$ cat src/rtl/seg_digit_scanner_pkg.sv
// Shared types and helpers for the seven-segment digit scanner.
package seg_digit_scanner_pkg;

    typedef enum logic {
        StBlank = 1'b0,
        StShow  = 1'b1
    } slot_state_e;

    // Select/count width that stays at least one bit for degenerate sizes.
    function automatic int unsigned clog2_min1(input int unsigned n);
        return (n > 1) ? $clog2(n) : 1;
    endfunction

endpackage

$ cat src/rtl/seg_digit_scanner_mux_n_bus.sv
// Combinational N:1 mux over a packed bus of W-bit lanes; lane i = bus[i*W +: W].
module mux_n_bus
    import seg_digit_scanner_pkg::*;
#(
    parameter int unsigned N = 8,
    parameter int unsigned W = 4,
    localparam int unsigned SEL_W = clog2_min1(N)
) (
    input  logic [N*W-1:0] bus,
    input  logic [SEL_W-1:0] sel,
    output logic [W-1:0]   y
);

    always_comb begin
        y = '0;
        for (int unsigned i = 0; i < N; i++) begin
            if (sel == SEL_W'(i)) begin
                y = bus[i*W +: W];
            end
        end
    end

endmodule

$ cat src/rtl/seg_digit_scanner.sv
// Time-multiplexed digit scanner: per-slot blanking, one-hot anode drive and a
// double-buffered frame that only swaps at the frame boundary.
module seg_digit_scanner
    import seg_digit_scanner_pkg::*;
#(
    parameter int unsigned NUM_DIGITS   = 8,
    parameter int unsigned DIGIT_W      = 4,
    parameter int unsigned DIV          = 100000,
    parameter int unsigned BLANK_CYC    = 1000,
    parameter bit          ANODE_ACT_LO = 1'b1,
    localparam int unsigned IDX_W = clog2_min1(NUM_DIGITS),
    localparam int unsigned CNT_W = clog2_min1(DIV)
) (
    input  logic                          clk,
    input  logic                          rst,
    input  logic [NUM_DIGITS*DIGIT_W-1:0] din,
    input  logic [NUM_DIGITS-1:0]         din_en,
    input  logic                          din_valid,
    output logic                          din_ready,
    output logic [DIGIT_W-1:0]            digit_val,
    output logic [IDX_W-1:0]              digit_idx,
    output logic [NUM_DIGITS-1:0]         anode,
    output logic                          frame_pulse
);

    localparam logic [NUM_DIGITS-1:0] ANODE_OFF = {NUM_DIGITS{ANODE_ACT_LO}};

    logic [CNT_W-1:0]              cnt_q, cnt_d;
    logic [IDX_W-1:0]              idx_q, idx_d;
    logic [NUM_DIGITS*DIGIT_W-1:0] active_buf_q, active_buf_d;
    logic [NUM_DIGITS-1:0]         active_en_q, active_en_d;
    logic [NUM_DIGITS*DIGIT_W-1:0] pend_buf_q, pend_buf_d;
    logic [NUM_DIGITS-1:0]         pend_en_q, pend_en_d;
    logic                          pend_full_q, pend_full_d;

    logic [NUM_DIGITS-1:0]         anode_q, anode_d;
    logic [DIGIT_W-1:0]            digit_val_q;
    logic [IDX_W-1:0]              digit_idx_q;
    logic                          frame_pulse_q;

    slot_state_e                   state;
    logic                          slot_end;
    logic                          frame_end;
    logic                          accept;
    logic [DIGIT_W-1:0]            mux_val;
    logic [NUM_DIGITS-1:0]         onehot;

    if (BLANK_CYC == 0) begin : g_no_blank
        assign state = StShow;
    end else begin : g_blank
        assign state = (cnt_q < CNT_W'(BLANK_CYC)) ? StBlank : StShow;
    end

    assign slot_end  = (cnt_q == CNT_W'(DIV - 1));
    assign frame_end = slot_end && (idx_q == IDX_W'(NUM_DIGITS - 1));
    assign accept    = din_valid && !pend_full_q;

    mux_n_bus #(
        .N (NUM_DIGITS),
        .W (DIGIT_W)
    ) u_val_mux (
        .bus (active_buf_q),
        .sel (idx_q),
        .y   (mux_val)
    );

    always_comb begin
        cnt_d        = slot_end ? '0 : cnt_q + CNT_W'(1);
        idx_d        = idx_q;
        active_buf_d = active_buf_q;
        active_en_d  = active_en_q;
        pend_buf_d   = pend_buf_q;
        pend_en_d    = pend_en_q;
        pend_full_d  = pend_full_q;

        if (slot_end) begin
            idx_d = frame_end ? '0 : idx_q + IDX_W'(1);
        end

        // Swap only at the wrap so the displayed frame never tears.
        if (frame_end && pend_full_q) begin
            active_buf_d = pend_buf_q;
            active_en_d  = pend_en_q;
            pend_full_d  = 1'b0;
        end

        // accept implies pending empty, so it never collides with the swap above.
        if (accept) begin
            pend_buf_d  = din;
            pend_en_d   = din_en;
            pend_full_d = 1'b1;
        end
    end

    always_comb begin
        onehot        = '0;
        onehot[idx_q] = 1'b1;
        anode_d       = ANODE_OFF;
        case (state)
            StShow: begin
                if (active_en_q[idx_q]) begin
                    anode_d = onehot ^ ANODE_OFF;
                end
            end
            default: anode_d = ANODE_OFF;
        endcase
    end

    always_ff @(posedge clk or posedge rst) begin
        if (rst) begin
            cnt_q         <= '0;
            idx_q         <= '0;
            active_buf_q  <= '0;
            active_en_q   <= '0;
            pend_buf_q    <= '0;
            pend_en_q     <= '0;
            pend_full_q   <= 1'b0;
            anode_q       <= ANODE_OFF;
            digit_val_q   <= '0;
            digit_idx_q   <= '0;
            frame_pulse_q <= 1'b0;
        end else begin
            cnt_q         <= cnt_d;
            idx_q         <= idx_d;
            active_buf_q  <= active_buf_d;
            active_en_q   <= active_en_d;
            pend_buf_q    <= pend_buf_d;
            pend_en_q     <= pend_en_d;
            pend_full_q   <= pend_full_d;
            anode_q       <= anode_d;
            digit_val_q   <= mux_val;
            digit_idx_q   <= idx_q;
            frame_pulse_q <= frame_end;
        end
    end

    assign din_ready   = !pend_full_q;
    assign digit_val   = digit_val_q;
    assign digit_idx   = digit_idx_q;
    assign anode       = anode_q;
    assign frame_pulse = frame_pulse_q;

endmodule

$ cat config.mk
export PLATFORM = sky130hd
export DESIGN_NAME = seg_digit_scanner
export DESIGN_NICKNAME = d
export VERILOG_FILES = /design/src/rtl/seg_digit_scanner_pkg.sv /design/src/rtl/seg_digit_scanner_mux_n_bus.sv /design/src/rtl/seg_digit_scanner.sv
export SDC_FILE = /design/constraint.sdc
export NUM_CORES = 1
export LEC_CHECK = 0
export CAP_MARGIN = 10
export CORE_ASPECT_RATIO = 0.6
export CORE_UTILIZATION = 30
export DETAILED_ROUTE_END_ITERATION = 10
export SYNTH_ARGS = -nofsm -noshare
export SYNTH_HDL_FRONTEND = slang
export SYNTH_SLANG_ARGS = --single-unit
$ cat constraint.sdc
create_clock -name clk -period 5.05 [get_ports clk]
set_input_delay 0.7575 -clock clk [delete_from_list [all_inputs] [get_ports clk]]
set_output_delay 0.7575 -clock clk [all_outputs]
set_load 0.01 [all_outputs]
==> run_summary.xml <==
<?xml version="1.0" encoding="UTF-8"?>
<metrics>
  <group name="sta">
    <metric name="tightest_hold_margin" unit="ps">483</metric>
    <metric name="max-slew-margin-rel" unit="%">21.7</metric>
    <metric name="timing.clock.skew" unit="ps">9.18</metric>
    <metric name="grt_setup_unrepaired" unit="">no</metric>
    <metric name="fin_setup_tns" unit="ps">0</metric>
    <metric name="final.setup.worst_slack" unit="ps">2110</metric>
    <metric name="hold_violations" unit="">0</metric>
    <metric name="pins_over_slew_limit" unit="">0</metric>
    <metric name="layout_min_cycle_time" unit="ps">2940</metric>
    <metric name="worst-slew-pin-transition" unit="ps">1170</metric>
    <metric name="fmaxAchievable" unit="GHz">0.340</metric>
    <metric name="timing.final.setup_violations" unit="">0</metric>
    <metric name="timing.final.crit_share" unit="%">58.2</metric>
  </group>
  <group name="final_layout">
    <metric name="final_layout_size_suffix_gt1_share" unit="%">27.3</metric>
    <metric name="finish.net_count" unit="">496</metric>
    <metric name="layout.cells.most_common" unit="">dfrtp_1</metric>
    <metric name="layout_common_cells" unit="">dfrtp_1 (109), mux2_2 (72), clkdlybuf4s50_1 (59)</metric>
    <metric name="areaGrowthSynthToFinish" unit="%">27.1</metric>
    <metric name="antenna_cells_inserted" unit="">0</metric>
    <metric name="nFillCells" unit="">1504</metric>
  </group>
  <group name="outcome">
    <metric name="outcome" unit="">complete, no violations</metric>
  </group>
  <group name="placed_design">
    <metric name="detailedPlacementHpwl" unit="mm">7.72</metric>
    <metric name="finalWeightedCongestion" unit="">0.768</metric>
    <metric name="dp_slack" unit="ps">2120</metric>
    <metric name="io_buffers" unit="">59</metric>
  </group>
  <group name="global_routing">
    <metric name="met1_usage" unit="%">20.9</metric>
    <metric name="top_usage_layer" unit="">met1</metric>
    <metric name="global_route.usage.met2" unit="%">19.0</metric>
    <metric name="use_met3" unit="%">4.18</metric>
    <metric name="grt_overflow" unit="">0</metric>
    <metric name="wire_length_of_the_first_global_routing_pass" unit="mm">18.2</metric>
    <metric name="maximum_number_of_pins_on_one_net_before_global_route_repair" unit="">52</metric>
    <metric name="gr-usage-all-layers" unit="%">14.2</metric>
    <metric name="grt_pass1_vias" unit="">3305</metric>
    <metric name="initial_antenna_violation_count" unit="">0</metric>
  </group>
  <group name="yosys">
    <metric name="synth_area_per_cell" unit="um2">13.1</metric>
    <metric name="post_synth_edffs" unit="">0</metric>
    <metric name="portion_of_the_post_synthesis_area_used_by_sequential_elements" unit="%">58.0</metric>
    <metric name="ys_seq_elements" unit="">117</metric>
    <metric name="synthesis.yosys.warnings" unit="">0</metric>
    <metric name="netlist.top_cell.by_area" unit="">dfrtp_1</metric>
    <metric name="synth.lib_cells_used.distinct" unit="">52</metric>
    <metric name="synthTopCellsByArea" unit="">dfrtp_1 (54%), mux2_2 (16%), dfstp_2 (4.2%), mux2_1 (2.0%), nand2_1 (1.8%)</metric>
    <metric name="syn_nets" unit="">435</metric>
    <metric name="yosysTopAreaCellShare" unit="%">53.9</metric>
    <metric name="postSynth.topFlopCell" unit="">dfrtp_1</metric>
    <metric name="async_flop_share" unit="%">100</metric>
    <metric name="post_synth_inst_count" unit="">385</metric>
    <metric name="netlist_area" unit="um2">5060</metric>
  </group>
  <group name="routing">
    <metric name="dr_drc_count" unit="">0</metric>
    <metric name="detailedRoute.firstIterationViolations" unit="">231</metric>
    <metric name="route.antenna.remaining_nets" unit="">0</metric>
    <metric name="route.detailed.vias_per_inst" unit="">4.66</metric>
    <metric name="wire_per_inst" unit="um">16.2</metric>
    <metric name="detail_route.wirelength" unit="mm">11.1</metric>
    <metric name="drt_pre_antenna_iters" unit="">5</metric>
    <metric name="route.vias.total" unit="">3200</metric>
  </group>
  <group name="clock_network">
    <metric name="tritoncts_num_sinks" unit="">117</metric>
    <metric name="tritoncts" unit="">done</metric>
    <metric name="post_cts.resized_instances" unit="">0</metric>
    <metric name="cts_buffers" unit="">17</metric>
    <metric name="clk_pin_slew" unit="ps">50</metric>
    <metric name="insertion_delay" unit="ps">420</metric>
    <metric name="post_cts_repair_setup_buffers" unit="">0</metric>
    <metric name="cts_root_buf" unit="">clkbuf_16</metric>
    <metric name="clock_tree.htree_level_count" unit="">4</metric>
    <metric name="holdBufCountCts" unit="">0</metric>
    <metric name="cts-root-to-sink-buffers" unit="">2</metric>
  </group>
  <group name="worst_setup_path">
    <metric name="setup.worst_path.end_class" unit="">flop</metric>
    <metric name="path_max_fanout" unit="">41</metric>
    <metric name="reg2reg_slack" unit="ps">2110</metric>
    <metric name="worst_setup_path_start_kind" unit="">flop</metric>
    <metric name="criticalPathCategory" unit="">flop to flop</metric>
    <metric name="worst-endpoint-arrival" unit="ps">3230</metric>
    <metric name="worst_setup_path_startpoint" unit="">idx_q[2]$_DFFE_PP0N_</metric>
    <metric name="worstReg2RegEnd" unit="">active_buf_q[20]$_DFFE_PP0P_</metric>
    <metric name="r2r-start" unit="">idx_q[2]$_DFFE_PP0N_</metric>
    <metric name="worst_r2r_path_depth" unit="">4</metric>
    <metric name="required_time_at_the_worst_slack_endpoint" unit="ps">5350</metric>
  </group>
  <group name="min_path">
    <metric name="worstHoldPathCells" unit="">1</metric>
    <metric name="holdCritPathClass" unit="">flop to flop</metric>
    <metric name="endpoint_with_the_worst_hold_slack" unit="">active_buf_q[29]$_DFFE_PP0P_</metric>
    <metric name="launch_instance_of_the_worst_min_delay_path" unit="">active_buf_q[29]$_DFFE_PP0P_</metric>
  </group>
  <group name="pwr">
    <metric name="pwr_density_cell" unit="nW/um2">357</metric>
    <metric name="irDropWorstVdd" unit="uV">167</metric>
    <metric name="p_leak" unit="nW">2.80</metric>
  </group>
  <group name="job">
    <metric name="max_cap_violations" unit="">0</metric>
  </group>
  <group name="die">
    <metric name="fp.dieW" unit="um">170</metric>
    <metric name="ios" unit="">60</metric>
    <metric name="die_area" unit="um2">17400</metric>
    <metric name="initial_utilization" unit="%">31.0</metric>
    <metric name="die_h" unit="um">103</metric>
    <metric name="core" unit="um2">16400</metric>
    <metric name="floorplan.rows" unit="">36</metric>
  </group>
</metrics>
[where the power goes]
| part | total, mW | internal, mW | switching [mW] |
|---|---|---|---|
| clock network | 1.21 | 0.793 | 0.414 |
| registers | 1.00 | 0.976 | 0.0249 |
| logic | 0.0886 | 0.0563 | 0.0323 |
[kinds of logic (layout without fill, tap and decap cells)]
group / after synthesis / after routing / synth area share (%)
flops: 117 / 117 / 58.0
simple gates: 93 / 93 / 10.8
mux: 83 / 83 / 18.9
compound gates: 42 / 42 / 5.19
buf+inv: 31 / 104 / 3.24
xor+xnor: 12 / 12 / 2.08
fa+ha+maj: 7 / 7 / 1.73
[synthesized netlist by cell type, types with 2 or more instances]
library cell and count:
mux2_2 72, nand2_1 24, inv_1 11, and4_1 3, dfrtp_1 109, nand4_1 5, o21ai_0 9, nor2_1 22
o22ai_1 2, nand3b_1 2, or4b_1 2, o31ai_1 2, nor4_4 2, xnor2_1 7, xor2_1 5, and2_1 2
nor2b_1 5, a22o_1 2, a31oi_1 2, and3_1 2, buf_6 4, o211ai_1 3, dfstp_2 8, mux2_1 9
nand3_1 7, ha_1 7, and2_4 2, a21oi_1 15, clkbuf_1 11, a2111oi_0 2, nand2b_1 3, mux4_2 2
or3_1 3
[area by class of cell]
cell class | count | area [um2] | area share [%]
Timing Repair Buffer | 61 | 606 | 9.41
Sequential cell | 117 | 2940 | 45.7
Tap cell | 228 | 285 | 4.43
Multi-Input combinational cell | 237 | 1970 | 30.6
Clock inverter | 10 | 130 | 2.02
Clock buffer | 21 | 460 | 7.16
Inverter | 12 | 47.5 | 0.739
[layer usage]
layer | wire length [um] | share of wire [%] | up-vias
li1 | - | - | 1484
met1 | 5940 | 53 | 1609
met2 | 4430 | 40 | 90
met3 | 556 | 5.0 | 17
met4 | 175 | 1.6 | 0
met5 | 0 | 0 | -
[how the worst max path moves through the flow]
| stage | slack (ps) | endpoint | depth (start not counted) |
|---|---|---|---|
| final | 2110 | active_buf_q[20]$_DFFE_PP0P_ | 4 |
| after global routing | 1890 | active_buf_q[16]$_DFFE_PP0P_ | 4 |
| after CTS | 2110 | active_buf_q[7]$_DFFE_PP0P_ | 4 |
| after detailed placement | 2120 | active_en_q[1]$_DFFE_PP0P_ | 4 |
| after global placement | 2250 | pend_buf_q[11]$_DFFE_PP0P_ | 3 |
| after floorplan | 1200 | active_buf_q[0]$_DFFE_PP0P_ | 1 |
[state kept, by name, summed over array words and instances, names as in the netlist]
signal        cells
active_buf_q     32
cnt_q            17
pend_full_q       1
pend_en_q         8
active_en_q       8
anode             8
idx_q             3
pend_buf_q       32
digit_val         4
frame_pulse       1
digit_idx         3
[stage by stage]
step	power (mW)	util [%]	area, um2	std cells
CTS	2.32	39.4	6430	686
global placement	1.10	35.7	5840	655
detailed placement	1.11	35.7	5840	655
finish	2.30	39.4	6430	686
floorplan	1.05	-	5060	385
global route	2.38	39.4	6430	686
[critical path, stage by stage, from the launching register on]
cell and delay [ps]:
dfrtp_1 740, ha_1 530, nand2_1 170, nor2_4 930, mux2_2 420
Note: power is estimated with default switching activity, not from simulation.
